`src/rtl/msg_request_queue_if.sv`:
```
// ============================================================================
// Module   : msg_request_queue_if
// Brief    : Request-side and create-message-engine signals of msg_request_queue.
// Revision : 1.0
// ============================================================================
`default_nettype none

`ifndef VALUE_DATA_WIDTH
`define VALUE_DATA_WIDTH 32
`endif
`ifndef VALUE_SIZE
`define VALUE_SIZE 6
`endif
`ifndef LOGON
`define LOGON 4'h1
`endif
`ifndef LOGOUT
`define LOGOUT 4'h2
`endif
`ifndef HEARTBEAT
`define HEARTBEAT 4'h3
`endif
`ifndef resendReq
`define resendReq 4'h4
`endif

interface msg_request_queue_if #(
    parameter int VALUE_WIDTH = `VALUE_DATA_WIDTH,
    parameter int SIZE        = `VALUE_SIZE,
    parameter int DEPTH       = 4
);
    logic                     initiate_msg_i;
    logic [3:0]               create_message_i;
    logic [3:0]               error_type_i;
    logic [VALUE_WIDTH-1:0]   targetCompId_i;
    logic [SIZE-1:0]          s_v_targetCompId_i;
    logic                     cm_busy_i;
    logic                     cm_done_i;

    logic                     start_o;
    logic [3:0]               msg_type_o;
    logic [3:0]               error_type_o;
    logic [VALUE_WIDTH-1:0]   targetCompId_o;
    logic [SIZE-1:0]          s_v_targetCompId_o;
    logic [$clog2(DEPTH):0]   count_o;
    logic                     full_o;
    logic                     overflow_o;
    logic                     timeout_err_o;

    // Queue side
    modport slave (
        input  initiate_msg_i, create_message_i, error_type_i,
               targetCompId_i, s_v_targetCompId_i, cm_busy_i, cm_done_i,
        output start_o, msg_type_o, error_type_o, targetCompId_o,
               s_v_targetCompId_o, count_o, full_o, overflow_o, timeout_err_o
    );

    // Session manager / create-message engine side
    modport master (
        output initiate_msg_i, create_message_i, error_type_i,
               targetCompId_i, s_v_targetCompId_i, cm_busy_i, cm_done_i,
        input  start_o, msg_type_o, error_type_o, targetCompId_o,
               s_v_targetCompId_o, count_o, full_o, overflow_o, timeout_err_o
    );
endinterface

`default_nettype wire

```
`src/rtl/msg_request_queue.sv`:
```
// ============================================================================
// Module   : msg_request_queue
// Brief    : FIFO of message requests feeding a create-message engine, one
//            outstanding request at a time, with a completion watchdog.
// Revision : 1.0
// ============================================================================
`default_nettype none

`ifndef VALUE_DATA_WIDTH
`define VALUE_DATA_WIDTH 32
`endif
`ifndef VALUE_SIZE
`define VALUE_SIZE 6
`endif

module msg_request_queue #(
    parameter int VALUE_WIDTH  = `VALUE_DATA_WIDTH,
    parameter int SIZE         = `VALUE_SIZE,
    parameter int DEPTH        = 4,
    parameter int DONE_TIMEOUT = 1024
) (
    input  wire logic           clk,
    input  wire logic           rst,
    msg_request_queue_if.slave  bus
);

    localparam int c_PTR_W   = $clog2(DEPTH);
    localparam int c_CNT_W   = c_PTR_W + 1;
    localparam int c_ENTRY_W = 8 + VALUE_WIDTH + SIZE;
    localparam int c_WDOG_W  = $clog2(DONE_TIMEOUT + 1);
    localparam logic [c_WDOG_W-1:0] c_WDOG_LAST = c_WDOG_W'(DONE_TIMEOUT - 1);
    localparam logic [c_CNT_W-1:0]  c_FULL_CNT  = c_CNT_W'(DEPTH);

    typedef enum logic [1:0] {
        S_IDLE      = 2'd0,
        S_ISSUE     = 2'd1,
        S_WAIT_DONE = 2'd2
    } state_t;

    state_t                 r_state;
    state_t                 w_state_next;

    logic [c_ENTRY_W-1:0]   r_mem [DEPTH];
    logic [c_PTR_W-1:0]     r_head;
    logic [c_PTR_W-1:0]     r_tail;
    logic [c_CNT_W-1:0]     r_count;
    logic                   r_overflow;
    logic [c_WDOG_W-1:0]    r_wdog;

    logic                   r_start;
    logic                   r_timeout;
    logic [3:0]             r_msg_type;
    logic [3:0]             r_error_type;
    logic [VALUE_WIDTH-1:0] r_comp_id;
    logic [SIZE-1:0]        r_comp_size;

    logic                   w_full;
    logic                   w_push_req;
    logic                   w_push;
    logic                   w_drop;
    logic                   w_pop;
    logic                   w_wdog_inc;
    logic                   w_timeout;
    logic [c_ENTRY_W-1:0]   w_head_entry;

    // Full is the registered occupancy, so a pop on the same edge never frees a slot for a push.
    assign w_full       = (r_count == c_FULL_CNT);
    assign w_push_req   = bus.initiate_msg_i && (bus.create_message_i != 4'd0);
    assign w_push       = w_push_req && !w_full;
    assign w_drop       = w_push_req && w_full;
    assign w_head_entry = r_mem[r_head];

    always_ff @(posedge clk or negedge rst) begin
        if (!rst) begin
            for (int i = 0; i < DEPTH; i++) begin
                r_mem[i] <= '0;
            end
        end else if (w_push) begin
            r_mem[r_tail] <= {bus.create_message_i, bus.error_type_i,
                              bus.targetCompId_i, bus.s_v_targetCompId_i};
        end
    end

    always_ff @(posedge clk or negedge rst) begin
        if (!rst) begin
            r_head     <= '0;
            r_tail     <= '0;
            r_count    <= '0;
            r_overflow <= 1'b0;
        end else begin
            if (w_push) begin
                r_tail <= r_tail + 1'b1;
            end
            if (w_pop) begin
                r_head <= r_head + 1'b1;
            end
            case ({w_push, w_pop})
                2'b10:   r_count <= r_count + 1'b1;
                2'b01:   r_count <= r_count - 1'b1;
                default: r_count <= r_count;
            endcase
            if (w_drop) begin
                r_overflow <= 1'b1;
            end
        end
    end

    always_ff @(posedge clk or negedge rst) begin
        if (!rst) begin
            r_state <= S_IDLE;
        end else begin
            r_state <= w_state_next;
        end
    end

    always_comb begin
        w_state_next = r_state;
        w_pop        = 1'b0;
        w_wdog_inc   = 1'b0;
        w_timeout    = 1'b0;
        case (r_state)
            S_IDLE: begin
                if ((r_count != '0) && !bus.cm_busy_i) begin
                    w_state_next = S_ISSUE;
                end
            end
            S_ISSUE: begin
                w_pop        = 1'b1;
                w_state_next = S_WAIT_DONE;
            end
            S_WAIT_DONE: begin
                // Completion on the terminal watchdog cycle takes priority over the timeout.
                if (bus.cm_done_i) begin
                    w_state_next = S_IDLE;
                end else if (r_wdog == c_WDOG_LAST) begin
                    w_timeout    = 1'b1;
                    w_state_next = S_IDLE;
                end else begin
                    w_wdog_inc = 1'b1;
                end
            end
            default: begin
                w_state_next = S_IDLE;
            end
        endcase
    end

    always_ff @(posedge clk or negedge rst) begin
        if (!rst) begin
            r_wdog <= '0;
        end else if (w_wdog_inc) begin
            r_wdog <= r_wdog + 1'b1;
        end else begin
            r_wdog <= '0;
        end
    end

    always_ff @(posedge clk or negedge rst) begin
        if (!rst) begin
            r_start      <= 1'b0;
            r_timeout    <= 1'b0;
            r_msg_type   <= '0;
            r_error_type <= '0;
            r_comp_id    <= '0;
            r_comp_size  <= '0;
        end else begin
            r_start   <= w_pop;
            r_timeout <= w_timeout;
            if (w_pop) begin
                {r_msg_type, r_error_type, r_comp_id, r_comp_size} <= w_head_entry;
            end
        end
    end

    assign bus.start_o            = r_start;
    assign bus.timeout_err_o      = r_timeout;
    assign bus.msg_type_o         = r_msg_type;
    assign bus.error_type_o       = r_error_type;
    assign bus.targetCompId_o     = r_comp_id;
    assign bus.s_v_targetCompId_o = r_comp_size;
    assign bus.count_o            = r_count;
    assign bus.full_o             = w_full;
    assign bus.overflow_o         = r_overflow;

endmodule

`default_nettype wire

```
`src/flat_wrapper.sv`:
```
// flat-port wrapper written by rule: the top's interface ports become plain ports
module msg_request_queue_flat 
#(
    parameter int VALUE_WIDTH  = `VALUE_DATA_WIDTH,
    parameter int SIZE         = `VALUE_SIZE,
    parameter int DEPTH        = 4,
    parameter int DONE_TIMEOUT = 1024
)
  (clk, rst, bus_initiate_msg_i, bus_create_message_i, bus_error_type_i, bus_targetCompId_i, bus_s_v_targetCompId_i, bus_cm_busy_i, bus_cm_done_i, bus_start_o, bus_msg_type_o, bus_error_type_o, bus_targetCompId_o, bus_s_v_targetCompId_o, bus_count_o, bus_full_o, bus_overflow_o, bus_timeout_err_o);
  msg_request_queue_if #(.VALUE_WIDTH(VALUE_WIDTH), .SIZE(SIZE), .DEPTH(DEPTH)) bus_i ();
  input  wire logic clk;
  input  wire logic rst;
  input wire logic [$bits(bus_i.initiate_msg_i)-1:0] bus_initiate_msg_i;
  input wire logic [$bits(bus_i.create_message_i)-1:0] bus_create_message_i;
  input wire logic [$bits(bus_i.error_type_i)-1:0] bus_error_type_i;
  input wire logic [$bits(bus_i.targetCompId_i)-1:0] bus_targetCompId_i;
  input wire logic [$bits(bus_i.s_v_targetCompId_i)-1:0] bus_s_v_targetCompId_i;
  input wire logic [$bits(bus_i.cm_busy_i)-1:0] bus_cm_busy_i;
  input wire logic [$bits(bus_i.cm_done_i)-1:0] bus_cm_done_i;
  output wire logic [$bits(bus_i.start_o)-1:0] bus_start_o;
  output wire logic [$bits(bus_i.msg_type_o)-1:0] bus_msg_type_o;
  output wire logic [$bits(bus_i.error_type_o)-1:0] bus_error_type_o;
  output wire logic [$bits(bus_i.targetCompId_o)-1:0] bus_targetCompId_o;
  output wire logic [$bits(bus_i.s_v_targetCompId_o)-1:0] bus_s_v_targetCompId_o;
  output wire logic [$bits(bus_i.count_o)-1:0] bus_count_o;
  output wire logic [$bits(bus_i.full_o)-1:0] bus_full_o;
  output wire logic [$bits(bus_i.overflow_o)-1:0] bus_overflow_o;
  output wire logic [$bits(bus_i.timeout_err_o)-1:0] bus_timeout_err_o;
  assign bus_i.initiate_msg_i = bus_initiate_msg_i;
  assign bus_i.create_message_i = bus_create_message_i;
  assign bus_i.error_type_i = bus_error_type_i;
  assign bus_i.targetCompId_i = bus_targetCompId_i;
  assign bus_i.s_v_targetCompId_i = bus_s_v_targetCompId_i;
  assign bus_i.cm_busy_i = bus_cm_busy_i;
  assign bus_i.cm_done_i = bus_cm_done_i;
  assign bus_start_o = bus_i.start_o;
  assign bus_msg_type_o = bus_i.msg_type_o;
  assign bus_error_type_o = bus_i.error_type_o;
  assign bus_targetCompId_o = bus_i.targetCompId_o;
  assign bus_s_v_targetCompId_o = bus_i.s_v_targetCompId_o;
  assign bus_count_o = bus_i.count_o;
  assign bus_full_o = bus_i.full_o;
  assign bus_overflow_o = bus_i.overflow_o;
  assign bus_timeout_err_o = bus_i.timeout_err_o;
  msg_request_queue #(.VALUE_WIDTH(VALUE_WIDTH), .SIZE(SIZE), .DEPTH(DEPTH), .DONE_TIMEOUT(DONE_TIMEOUT)) u_core (.clk(clk), .rst(rst), .bus(bus_i));
endmodule
```
`config.mk`:
```
export PLATFORM = sky130hd
export DESIGN_NAME = msg_request_queue_flat
export DESIGN_NICKNAME = d
export VERILOG_FILES = /design/src/rtl/msg_request_queue_if.sv /design/src/rtl/msg_request_queue.sv /design/src/flat_wrapper.sv
export SDC_FILE = /design/constraint.sdc
export NUM_CORES = 1
export LEC_CHECK = 0
export CORE_MARGIN = 8
export CORE_UTILIZATION = 40
export DETAILED_ROUTE_END_ITERATION = 8
export GPL_TIMING_DRIVEN = 1
export PLACE_DENSITY = 0.68
export RECOVER_POWER = 100
export SYNTH_ARGS = -nofsm -noshare
export SYNTH_HDL_FRONTEND = slang
export SYNTH_SLANG_ARGS = --single-unit
```
`constraint.sdc`:
```
create_clock -name clk -period 2.1 [get_ports clk]
set_input_delay 0.21 -clock clk [delete_from_list [all_inputs] [get_ports clk]]
set_output_delay 0.21 -clock clk [all_outputs]
set_load 0.02 [all_outputs]
```
### After elaboration in Yosys (flattened, before gate mapping)

Index checks and enable logic that the tools add are counted.

* shifts and indexed selects: 0
* reduce and logical (&&, ||, !) cells: 12
* bitwise logic cells: 2
* div/mod/pow operators: 0
* multiply operators: 0
* eq/ne operators: 8
* order comparisons: 3
* add/sub/neg operators: 5
* multiplexer cells: 19

Operators with widths (number)
* bitwise mux 184 bit: 1
* two-way mux 46 bit: 3
* binary-select mux 46 bit (select 2 bit): 1
* demux 46 bit (select 2 bit): 1
* adder 11 x 1 -> 11 bit, second input constant: 1
* == test 11 x 10 -> 1 bit, second input constant: 1
* two-way mux 11 bit: 1
* two-way mux 1 bit: 7
* >= comparator 3 bit, second input constant: 2
* two-way mux 2 bit: 3
* inverter 2 -> 3 bit: 2
* one-hot mux 2 bit (3 select lines): 1
* one-hot mux 3 bit (2 select lines): 1
* logical AND 1 bit: 5
* adder 2 x 1 -> 2 bit, second input constant: 2
* == test 2 x 1 -> 1 bit, second input constant: 2
* == test 2 bit, second input constant: 2
* nonzero test 4 bit: 1
* adder 3 x 1 -> 3 bit, second input constant: 1
* == test 3 bit, second input constant: 1
* less-than comparator 3 x 1 -> 1 bit, second input constant: 1
* != test 3 x 2 -> 1 bit, second input constant: 1
* nonzero test 3 bit: 1
* subtractor 3 x 1 -> 3 bit, second input constant: 1
* other kinds (5): 6

* memories kept: 0
* flip-flop bits (word level): 253
* memory bits (read-only): 0
* latch bits: 0
* bits in writable memories: 0
* word-level logic and storage cells: 65

### Longest topological paths before layout

* depth in word-level cells: 6
* gate-level depth with buffers: 10

### Least setup slack after synthesis

OpenSTA, ideal clock, no wires.

* kind: register to register
* from: register u_core.r_count[1] (netlist: u_core.bus.count_o[1])
* to: register u_core.r_count[2] (netlist: u_core.bus.count_o[2])
* slack: -0.205 ns
* period minus slack after synthesis: 2.305 ns
* data required time: 2.020 ns
* cell stages (with the launch flop): 11
* arrival time: 2.225 ns
* buffers on the path: 1
* cells stage by stage: dfrtp_1 > or3b_1 > buf_2 > and2_1 > inv_1 > ha_1 > inv_1 > fa_1 > xor2_1 > nor2_1 > xor2_1

* cells in the longest elaborated chain, start to end: 5
* elaborated cells on any way between the ends: 9
* classes of those cells: 2 x add/sub; 3 x eq/ne; 1 x mux; 3 x reduce/logical

RTL lines
* start: declaration: RTL line msg_request_queue.sv:46 `logic [c_CNT_W-1:0] r_count;`
* start signal: assignment: RTL line msg_request_queue.sv:98 `2'b10: r_count <= r_count + 1'b1;`
* start signal: assignment: RTL line msg_request_queue.sv:99 `2'b01: r_count <= r_count - 1'b1;`
* start signal: assignment: RTL line msg_request_queue.sv:100 `default: r_count <= r_count;`
* == test 3 bit: RTL line msg_request_queue.sv:67 `assign w_full = (r_count == c_FULL_CNT);`
* zero test 1 bit: RTL line msg_request_queue.sv:69 `assign w_push = w_push_req && !w_full;`
* logical AND 1 bit: RTL line msg_request_queue.sv:69
* == test 2 x 1 -> 1 bit or == test 2 bit (tied branches): RTL line msg_request_queue.sv:97 `case ({w_push, w_pop})`
* one-hot mux 3 bit (2 select lines) or nonzero test 2 bit (tied branches)

Several ways; a longest one is shown, not always the timed one.
A chain may end at the register's enable or synchronous reset.

### Final worst setup path

* from: register u_core.r_count[0] (netlist: u_core.bus.count_o[0])
* to: register u_core.r_count[2] (netlist: u_core.bus.count_o[2])

Same word-level chain as after synthesis.

==> reports/metrics.yaml <==
cts_buffers: 27
critPathArrivalTime_ns: 2.45
final_common_cell: "dfrtp_1"
avgSynthCellArea_sq_um: 16.9
syn_nets: 698
fin_cells: 1131
grt_pass1_wl_um: 39400
area_delta_synth_final_pct: 22.2
p_switching_mw: 6.47
final_layout_size_suffix_gt1_share_pct: 22.8
hold_viol: 0
tns_ns: 0
rsz0062_at_grt: "false"
portBuffers: 103
tightest_slew_ns: 1.06
clkTransAtPathRegs_ns: 0.06
drtIter0Drc: 304
dp.cells: 1087
rows: 60
hold_path.class: "in2reg"
vdd_ir_drop_max_mv: 0.673
ys_seq_elements: 253
drcViolationCount: 0
antenna_found_initial: 0
grt_max_degree: 71
clkPwrFrac_pct: 21.0
path_class: "reg2reg"
start_util_pct: 40.4
htreeDepth: 1
grtUsageTotal_pct: 14.9
vias: 5985
dp_hpwl_um: 16000
drtPass1Iterations: 4
postRouteWirelength_um: 23700
clock_sinks: 253
diodes: 0
whs_ns: 0.245
cts_max_path_buffers: 3
fin_worst_skew_ns: 0.0154
clock_latency_ns: 0.52
fmax_mhz: 495
grt_pass1_vias: 7109
ctsRootBufferMaster: "clkbuf_16"
io-pin-count: 104
synth_area_sq_um: 10800
die_h_um: 180
fin_crit_ns: 2.02
end_kind: "flop"
avgRoutedWirePerCell_um: 21.0
yosys_warnings: 0
combPwrFrac_pct: 37.8
status: "finished clean"
synth_ff_type: "dfrtp_1"
power_frac_seq_pct: 41.2
antenna_left: 0
leakage_nw: 5.54
r2r-start: "u_core.bus.count_o[0]$_DFFE_PN0P_"
dieArea_sq_um: 32500
maxCapViolations: 0
async_flop_share_pct: 100
grt.overflow.total: 0
hold_start: "bus_cm_busy_i"
cts_tree: "yes"
total_power_mw: 20.9
final_cell_mix: "248 x dfrtp_1, 180 x mux2_1, 53 x dlygate4sd3_1"
netSwitchingFraction_pct: 31.0
postSynthCellCount: 640
nFillCells: 2251
slew_headroom_pct: 29.4
slew_violations: 0
post_cts_buffers: 0
power_report.internal_total_mw: 14.4
cp-start-kind: "flop"
die_width_um: 180
gp_congestion: 0.716
final_nets: 834
synth_edf_count: 0
power_density_nw_per_um2: 1580
worstPathRequired_ns: 2.53
period_share_pct: 96.2
ys_types: 35
setup_viol: 0
viasPerCell: 5.29
core-area_sq_um: 26700
yosysSeqAreaShare_pct: 58.6
startpoint: "u_core.bus.count_o[0]$_DFFE_PN0P_"
cp_max_fo: 2
what timing repair did:
| item | in CTS | in global routing |
|---|---|---|
| gates resized for setup | 4 | 0 |
| pin swaps | 0 | 2 |
| hold buffers | 1 | 0 |
| setup endpoints to repair | 1 | 1 |
| hold endpoints to repair | 66 | 0 |
path summary, 6_finish.rpt:
kind                                                   endpoint  depth (start not counted)  slack [ns]
max                           u_core.bus.count_o[2]$_DFFE_PN0P_                          9        0.08
min in group asynchronous            u_core.r_wdog[6]$_DFF_PN0_                          2        0.46
max reg2reg                   u_core.bus.count_o[2]$_DFFE_PN0P_                          9        0.08
min                               u_core.r_state[0]$_DFFE_PN0P_                          2        0.25
max in group asynchronous  u_core.bus.msg_type_o[1]$_DFFE_PN0N_                          3        0.43
min reg2reg                       u_core.r_state[0]$_DFFE_PN0P_                          1        0.46
power by group through the flow:
stage               Clock, mW  Sequential (mW)  Combinational [mW]
floorplan                   0             8.81                5.12
global placement            0             8.47                8.22
detailed placement          0             8.75                8.49
CTS                      4.51             8.67                8.53
global route             4.71             8.93                8.56
finish                   4.37             8.60                7.89
critical path: stages (launching register included):
cell and delay (ns):
dfrtp_2 0.39, or3b_1 0.40, and2_4 0.16, inv_2 0.06, ha_4 0.13, inv_2 0.04, fa_2 0.35, xor2_1 0.15
nor2_1 0.11, xor2_1 0.15
logic make-up (layout without fill, tap and decap cells):
family	Yosys count	count (layout)	synth area share, %
mux	277	277	33.7
flops	253	253	58.6
buf+inv	43	193	2.82
simple gates	37	37	2.34
compound gates	14	14	0.915
xor+xnor	9	9	0.730
fa+ha+maj	7	7	0.881
synth_stat cells (2+ instances only):
| library cell | number | area share, % |
|---|---|---|
| xor2_1 | 5 | 0.41 |
| inv_1 | 7 | 0.24 |
| dfrtp_1 | 253 | 59 |
| o31ai_1 | 3 | 0.21 |
| nand3_4 | 4 | 0.65 |
| mux2_1 | 180 | 19 |
| clkbuf_1 | 11 | 0.38 |
| or4_1 | 3 | 0.21 |
| nand2_1 | 6 | 0.21 |
| nor4_1 | 2 | 0.12 |
| buf_6 | 18 | 1.9 |
| or3_1 | 2 | 0.12 |
| nand4_1 | 2 | 0.12 |
| mux2_2 | 50 | 5.2 |
| nor3b_1 | 2 | 0.14 |
| mux4_2 | 46 | 9.6 |
| nor2_1 | 2 | 0.070 |
| nor2b_1 | 2 | 0.12 |
| nand3_1 | 4 | 0.19 |
| a211oi_1 | 4 | 0.28 |
| nor3_1 | 6 | 0.28 |
| ha_1 | 6 | 0.70 |
| xnor2_1 | 4 | 0.32 |
| o21ai_0 | 2 | 0.093 |
| buf_2 | 6 | 0.28 |
registers in the layout, summed over array words and instances (netlist names):
name                           cells
u_core.r_state                     2
u_core.bus.targetCompId_o         32
u_core.bus.error_type_o            4
u_core.bus.timeout_err_o           1
u_core.bus.overflow_o              1
u_core.r_head                      2
u_core.bus.s_v_targetCompId_o      6
u_core.r_mem                     184
u_core.bus.start_o                 1
u_core.bus.msg_type_o              4
u_core.r_tail                      2
u_core.bus.count_o                 3
u_core.r_wdog                     11
area by class of cell:
| class | count | area [sq um] | share of cell area (%) |
|---|---|---|---|
| tap | 341 | 427 | 3.23 |
| timing repair buffer | 143 | 1440 | 10.9 |
| inverter | 7 | 26.3 | 0.199 |
| clock inverter | 1 | 30.0 | 0.228 |
| sequential | 253 | 6340 | 48.1 |
| multi-input combinational | 344 | 4160 | 31.5 |
| clock buffer | 42 | 772 | 5.85 |
per-stage QoR:
step,util [%],cell area (sq um),setup WS (ns)
after floorplan,-,10800,-0.0890
final,49.4,13200,0.0796
after global routing,49.4,13200,0.00553
after CTS,50.1,13400,0.0409
after detailed placement,47.1,12600,-0.408
after global placement,47.1,12600,-0.370
layer usage:
layer	track usage [%]	up-vias	part of all wire (%)
met5	0	-	0
met4	4.07	0	2.0
met3	3.23	35	4.8
met2	26.6	122	51
met1	18.0	3203	42
li1	-	2625	-
No activity file was read; power rests on OpenSTA's default activity.
